==> config.mk <==
export PLATFORM = sky130hd
export DESIGN_NAME = rv32i_alu_seq
export DESIGN_NICKNAME = d
export VERILOG_FILES = /design/src/rtl/rv32i_alu_seq.sv
export SDC_FILE = /design/constraint.sdc
export NUM_CORES = 1
export LEC_CHECK = 0
export BUFFER_PORTS_ARGS = -buffer_cell sky130_fd_sc_hd__buf_4
export CORE_MARGIN = 3
export CORE_UTILIZATION = 50
export CTS_BUF_LIST = sky130_fd_sc_hd__clkbuf_8
export DETAILED_ROUTE_END_ITERATION = 12
export GPL_TIMING_DRIVEN = 0
export PLACE_DENSITY = 0.79
export RECOVER_POWER = 50
export SYNTH_ARGS = -nofsm -noshare
export SYNTH_HDL_FRONTEND = slang
export SYNTH_SLANG_ARGS = --single-unit
==> constraint.sdc <==
create_clock -name clk_i -period 4.7 [get_ports clk_i]
set_clock_uncertainty 0.2 [all_clocks]
set_input_delay 0.47 -clock clk_i [delete_from_list [all_inputs] [get_ports clk_i]]
set_output_delay 0.47 -clock clk_i [all_outputs]
set_load 0.01 [all_outputs]
==> src/rtl/rv32i_alu_seq.sv <==
// Multi-cycle RV32I execution unit: single-cycle ALU/branch evaluation plus an
// iterative 1-bit-per-cycle shifter, with a start/ready in, done-pulse out handshake.
module rv32i_alu_seq #(
  parameter int XLEN    = 32,
  parameter int SHAMT_W = 5
) (
  input  logic            clk_i,
  input  logic            rst_ni,
  input  logic            start_i,
  input  logic [15:0]     op_i,
  input  logic [XLEN-1:0] a_i,
  input  logic [XLEN-1:0] b_i,
  output logic            ready_o,
  output logic            busy_o,
  output logic            done_o,
  output logic [XLEN-1:0] result_o,
  output logic            br_taken_o,
  output logic            err_o
);

  typedef enum logic [1:0] {S_IDLE, S_SHIFT, S_DONE} state_t;
  typedef enum logic [1:0] {SH_LL, SH_RL, SH_RA} shift_kind_t;

  state_t               state_q, state_d;
  shift_kind_t          kind_q;
  logic [XLEN-1:0]      shreg_q;
  logic [SHAMT_W-1:0]   count_q;

  logic                 accept;
  logic                 legal;
  logic                 is_shift;
  logic                 go_shift;
  logic [SHAMT_W-1:0]   shamt;
  logic                 lt_s, lt_u, eq;
  logic [XLEN-1:0]      alu_res;
  logic                 br_res;
  logic [XLEN-1:0]      sh_next;

  assign accept   = start_i && (state_q == S_IDLE);
  assign legal    = (op_i != '0) && ((op_i & (op_i - 16'd1)) == '0);
  assign shamt    = b_i[SHAMT_W-1:0];
  assign is_shift = op_i[2] || op_i[6] || op_i[7];
  assign go_shift = legal && is_shift && (shamt != '0);

  assign lt_s = $signed(a_i) < $signed(b_i);
  assign lt_u = a_i < b_i;
  assign eq   = a_i == b_i;

  // NOTE: every always_comb output gets a default first so no path can infer a latch.
  always_comb begin
    alu_res = '0;
    br_res  = 1'b0;
    case (1'b1)
      op_i[0]:  alu_res = a_i + b_i;
      op_i[1]:  alu_res = a_i - b_i;
      // Shifts only reach this path with a zero shift amount, so the result is a_i.
      op_i[2],
      op_i[6],
      op_i[7]:  alu_res = a_i;
      op_i[3]:  alu_res = {{(XLEN-1){1'b0}}, lt_s};
      op_i[4]:  alu_res = {{(XLEN-1){1'b0}}, lt_u};
      op_i[5]:  alu_res = a_i ^ b_i;
      op_i[8]:  alu_res = a_i | b_i;
      op_i[9]:  alu_res = a_i & b_i;
      op_i[10]: br_res  = eq;
      op_i[11]: br_res  = !eq;
      op_i[12]: br_res  = lt_s;
      op_i[13]: br_res  = !lt_s;
      op_i[14]: br_res  = lt_u;
      op_i[15]: br_res  = !lt_u;
      default: ;
    endcase
  end

  always_comb begin
    sh_next = shreg_q;
    case (kind_q)
      SH_LL:   sh_next = {shreg_q[XLEN-2:0], 1'b0};
      SH_RL:   sh_next = {1'b0, shreg_q[XLEN-1:1]};
      SH_RA:   sh_next = {shreg_q[XLEN-1], shreg_q[XLEN-1:1]};
      default: sh_next = shreg_q;
    endcase
  end

  always_comb begin
    state_d = state_q;
    case (state_q)
      S_IDLE:  if (accept) state_d = go_shift ? S_SHIFT : S_DONE;
      S_SHIFT: if (count_q == SHAMT_W'(1)) state_d = S_DONE;
      S_DONE:  state_d = S_IDLE;
      default: state_d = S_IDLE;
    endcase
  end

  // NOTE: sequential state uses non-blocking assignments so every register samples
  // pre-edge values; all datapath registers are reset because they drive outputs.
  always_ff @(posedge clk_i or negedge rst_ni) begin
    if (!rst_ni) begin
      state_q    <= S_IDLE;
      kind_q     <= SH_LL;
      shreg_q    <= '0;
      count_q    <= '0;
      result_o   <= '0;
      br_taken_o <= 1'b0;
      err_o      <= 1'b0;
    end else begin
      state_q <= state_d;
      case (state_q)
        S_IDLE: begin
          if (accept) begin
            if (go_shift) begin
              shreg_q    <= a_i;
              count_q    <= shamt;
              kind_q     <= op_i[2] ? SH_LL : (op_i[6] ? SH_RL : SH_RA);
              result_o   <= '0;
              br_taken_o <= 1'b0;
              err_o      <= 1'b0;
            end else begin
              result_o   <= legal ? alu_res : '0;
              br_taken_o <= legal && br_res;
              err_o      <= !legal;
            end
          end
        end
        S_SHIFT: begin
          shreg_q <= sh_next;
          count_q <= count_q - SHAMT_W'(1);
          if (count_q == SHAMT_W'(1)) result_o <= sh_next;
        end
        default: ;
      endcase
    end
  end

  assign ready_o = (state_q == S_IDLE);
  assign busy_o  = (state_q == S_SHIFT) || (state_q == S_DONE);
  assign done_o  = (state_q == S_DONE);

endmodule

======== Word level (Yosys, flattened, before mapping) ========
Cells that the tools add are included.
word-level totals
  output and inout port bits .............. 37
  logic and storage cells ................. 92
  register bits ........................... 75
  bits of input ports ..................... 83
cells by class
  eq/ne operators ......................... 9
  $lt $le $gt $ge ......................... 2
  mux-type cells .......................... 42
  bitwise logic cells ..................... 4
  reductions and logical operators ........ 24
  add/sub/neg operators ................... 4
operators with widths
  cell                                                                   count
  32-bit 2-to-1 mux                                                      14
  32-bit case mux with 2 select lines                                    2
  32-bit case mux with 3 select lines                                    1
  32-bit less-than comparator                                            2
  32-bit adder                                                           1
  32-bit AND                                                             1
  32-bit equality test                                                   1
  32-bit bitwise OR                                                      1
  32-bit subtractor                                                      1
  32-bit XOR                                                             1
  16-bit AND                                                             1
  16-bit zero test                                                       1
  1-bit 2-to-1 mux                                                       16
  16-bit nonzero test                                                    1
  16-bit by 1-bit subtractor with 16-bit output, second input constant   1
  2-bit 2-to-1 mux                                                       5
  5-bit 2-to-1 mux                                                       2
  5-bit case mux with 2 select lines                                     1
  3-bit AND reduction                                                    3
  5-bit by 1-bit equality test with 1-bit output, second input constant  1
  1-bit logical AND                                                      5
  5-bit nonzero test                                                     1
  5-bit by 1-bit subtractor with 5-bit output, second input constant     1
  2-bit by 1-bit equality test with 1-bit output, second input constant  2
  10 further kinds                                                       19

======== Logic depth before layout (Yosys ltp) ========
  word-level depth ........................ 18
  depth in mapped cells ................... 13
  gate-level depth less buffers ........... 13

======== Worst setup path after synthesis ========
Ideal clock, no wire load.
  path kind ............................... input port to flip-flop
  start point ............................. in a_i[19]
  end point ............................... reg result_o[27]
  arrival ................................. 3.120 ns
  stages on the path ...................... 11
  path buffers ............................ 0
  path slack .............................. 1.315 ns
  library setup time ...................... 0.065 ns
  required time ........................... 4.435 ns
  path through ............................ inv_1 -> ha_1 -> or2_2 -> a21oi_1 -> a31oi_1 -> a22o_1 -> a2111oi_0 -> o31ai_1 -> xnor2_1 -> a2111oi_0 -> a211o_1
between the ends
  word-level cells in the longest chain between the ends .. 7
  elaborated cells on any way between the ends .. 8
  those cells by class .................... add/sub: 2; mux: 6
ends and longest elaborated chain
  item                                   line  source
  start, declared                        11    input logic [XLEN-1:0] a_i,
  32-bit subtractor                      55    op_i[1]: alu_res = a_i - b_i;
  32-bit 2-to-1 mux                      53    case (1'b1)
  32-bit 2-to-1 mux *                    53
  32-bit 2-to-1 mux *                    119   result_o <= legal ? alu_res : '0;
  32-bit 2-to-1 mux *                    111   if (go_shift) begin
  32-bit 2-to-1 mux *                    110   if (accept) begin
  32-bit case mux with 2 select lines *  108   case (state_q)
  end signal, assigned                   119
  end signal, assigned                   128   if (count_q == SHAMT_W'(1)) result_o <= sh_next;
  end, declared                          16    output logic [XLEN-1:0] result_o,
Every way passes the cells marked *; elsewhere a longest branch is shown, timed or not. The select of a mux whose other input is x is not followed.
A chain may end at the register's enable or synchronous reset.

======== Final worst setup path ========
  start point ............................. in b_i[4]
  end point ............................... reg result_o[21]
between the ends
  word-level cells in the longest chain between the ends .. 7
  elaborated cells on any way between the ends .. 10
  those cells by class .................... add/sub: 2; mux: 6; reduce/logical: 2
ends and longest elaborated chain
  item                                   line  source
  start, declared                        12    input logic [XLEN-1:0] b_i,
  32-bit subtractor                      55
  32-bit 2-to-1 mux (2 in series)        53
  32-bit 2-to-1 mux                      119
  32-bit 2-to-1 mux *                    111
  32-bit 2-to-1 mux *                    110
  32-bit case mux with 2 select lines *  108
Marks and branches as above.

==> results.ini <==
[power_and_ir_drop]
power_mw=2.74
ir_drop_mv=0.112
p_leak_nw=4.92
powerDensity_mw_per_mm2=229

[synth]
synth-seq-cells=75
synthCells=1501
yosysTopAreaCell=dfrtp_1
synth_cell_types=84
synthesis.nets=1687
yosys-top-cells-count=188 x a21oi_1, 141 x nor2_1, 130 x o21ai_0, 115 x inv_1, 101 x ha_1
synth_edf_count=0
ys_seq_area_frac=0.177
synth-main-ff-cell=dfrtp_1
synth.most_common_cell=a21oi_1
yosysWarnings=0
syn_area_mm2=0.0106
synthTopCellsByArea=dfrtp_1 18%, ha_1 12%, a21oi_1 8.9%
async_flop_share=1.00
yosys.area.top_type_share=0.177
avgSynthCellArea_um2=7.07

[timing]
tightest_slew_ns=1.88
hold_violations=0
post-route-period-util=0.966
relSlewSlack=-0.256
clock.fmax_ghz=0.220
tns_ns=0
period_minus_slack_ns=4.54
final_max_slew_viol_count=76
setup_viol=0
grt_setup_unrepaired=false

[final_layout]
seq_area_mm2=0.00188
fin_nets=1815
fin_cells=1905
areaGrowthSynthToFinish_pct=12.9
fill_cells=2082
drive_above_1_share=0.102
multiInputGateArea_mm2=0.00787

[detailed_routing]
drtIter0Drc=1400
first_pass_iters=7
wl_per_cell_um=23.7
drc_errors=0
num_vias=12500
finalWirelength_um=45100
vias_per_cell=6.55
postRouteAntennaNets=0

[clocking]
cts_tree=built
clk_latency_ns=0.37
numCtsBuffers=9
post_cts_buffers=0
postCtsHoldBufs=0
h-tree-depth=3
path_clk_slew_ns=0.09
post_cts_resized=0
clockBufferDepth=2
clock-sinks=75
cts_root_buf=clkbuf_8

[worst_setup_path]
slowest_stage=a2111oi_0
slowest_delay_ns=0.75
cp-start-kind=primary input
path_buf_inv=3
worstSetupPathType=in2reg
crit_chain=buf_4 > inv_1 > ha_1 > clkbuf_1 > nor2_1 > o211ai_1 > a311oi_1 > o21bai_1 > a2111oi_0 > o21ai_0 > mux2i_1 > a221oi_1 > a211o_1
crit_arrival_ns=4.64
path_max_fanout=10
worst_ep_required_time_ns=4.80
cp-end-kind=flop
critical_path.top_delay_family=compound AO/OA/AOI/OAI gates

[place]
dp_hpwl_um=36100
io_buffers=117
place.gp.congestion=1.05
place_inst=1888

[floorplan]
core_area_mm2=0.0206
start_util=0.516
die_x_um=152
die_y_um=152
dieArea_mm2=0.0230
row_count=52
pin_count=120

[status]
violations=max-capacitance violations, max-slew violations
outcome=complete, but fails checks

[flow_run]
maxCapViolations=1

[global_route]
grt_antenna_before_repair=0
grt.total_usage=0.385
overflow=0
grt_pass1_vias=11600
grt_pass1_wl_um=67900
grt_max_degree=76

[worst_hold_path]
hold_class=in2reg

-- routing by layer --
| metal | GRT usage | vias to the layer above | wire (um) |
|---|---|---|---|
| li1 | - | 5657 | - |
| met1 | 0.520 | 5816 | 17900 |
| met2 | 0.597 | 850 | 19500 |
| met3 | 0.0976 | 151 | 5880 |
| met4 | 0.139 | 0 | 1840 |
| met5 | 0 | - | 0 |
-- cell type report --
cell class / count / area share
Timing Repair Buffer: 117 / 0.0675
Tap cell: 270 / 0.0282
Inverter: 115 / 0.0360
Multi-Input combinational cell: 1204 / 0.657
Buffer: 107 / 0.0362
Sequential cell: 75 / 0.157
Clock buffer: 10 / 0.0115
Clock inverter: 6 / 0.00679
Antenna cell: 1 / 0.000209
-- kinds of logic after synthesis --
| family | count (synthesis) | synth area share |
|---|---|---|
| compound gates | 548 | 0.322 |
| simple gates | 467 | 0.218 |
| buf+inv | 222 | 0.0816 |
| xor+xnor | 48 | 0.0396 |
| mux | 37 | 0.0382 |
| flops | 75 | 0.177 |
| fa+ha+maj | 104 | 0.124 |
-- final timing paths --
check	startpoint	to	slack, ns	depth (start not counted)
setup / recovery	b_i[4]	result_o[21]	0.16	13
hold reg to reg	result_o[10]	result_o[10]	0.28	2
setup reg to reg	count_q[1]	result_o[21]	1.37	8
hold / removal	op_i[6]	kind_q[1]	0.14	2
min in group asynchronous	rst_ni	count_q[0]	0.43	1
max in group asynchronous	rst_ni	shreg_q[26]	2.76	1
-- placed cells by master, fill, tap and decap left out, drive strengths merged, types with 51 or more instances in the layout --
cell,instances
o21ai,131
clkbuf,108
nand2,99
inv,117
nor2,142
ha,101
buf,126
dfrtp,75
a21oi,188
a211oi,67
nor3,51
-- metrics by stage --
| step | setup slack (ns) | hold WS [ns] | util | cell area [um^2] |
|---|---|---|---|---|
| floorplan | 1.31 | -0.0256 | - | 10600 |
| global placement | 0.0692 | 0.266 | 0.575 | 11800 |
| detailed placement | 0.0991 | 0.274 | 0.575 | 11800 |
| CTS | 0.432 | 0.0871 | 0.586 | 12000 |
| global route | 0.0669 | 0.146 | 0.583 | 12000 |
| finish | 0.160 | 0.140 | 0.583 | 12000 |
-- worst register-to-register path, cell delays in order, from the launching register on --
cell and delay, ns:
dfrtp_1 0.41, inv_1 0.09, ha_1 0.16, nor4b_1 0.39
o2bb2ai_1 0.37, nor2_2 0.55, o311ai_0 0.23, a221oi_1 0.69
a211o_1 0.18
-- power breakdown --
group	switching [mW]	internal [mW]	total (mW)	leakage, nW
clock network	0.247	0.310	0.557	0.119
logic	0.873	0.502	1.38	3.92
registers	0.0713	0.735	0.806	0.877
-- state kept, by name, summed over array words and instances (netlist names) --
register	count
count_q	5
result_o	32
state_q	2
br_taken_o	1
kind_q	2
shreg_q	32
err_o	1
Note: power is estimated with default switching activity, not from simulation.
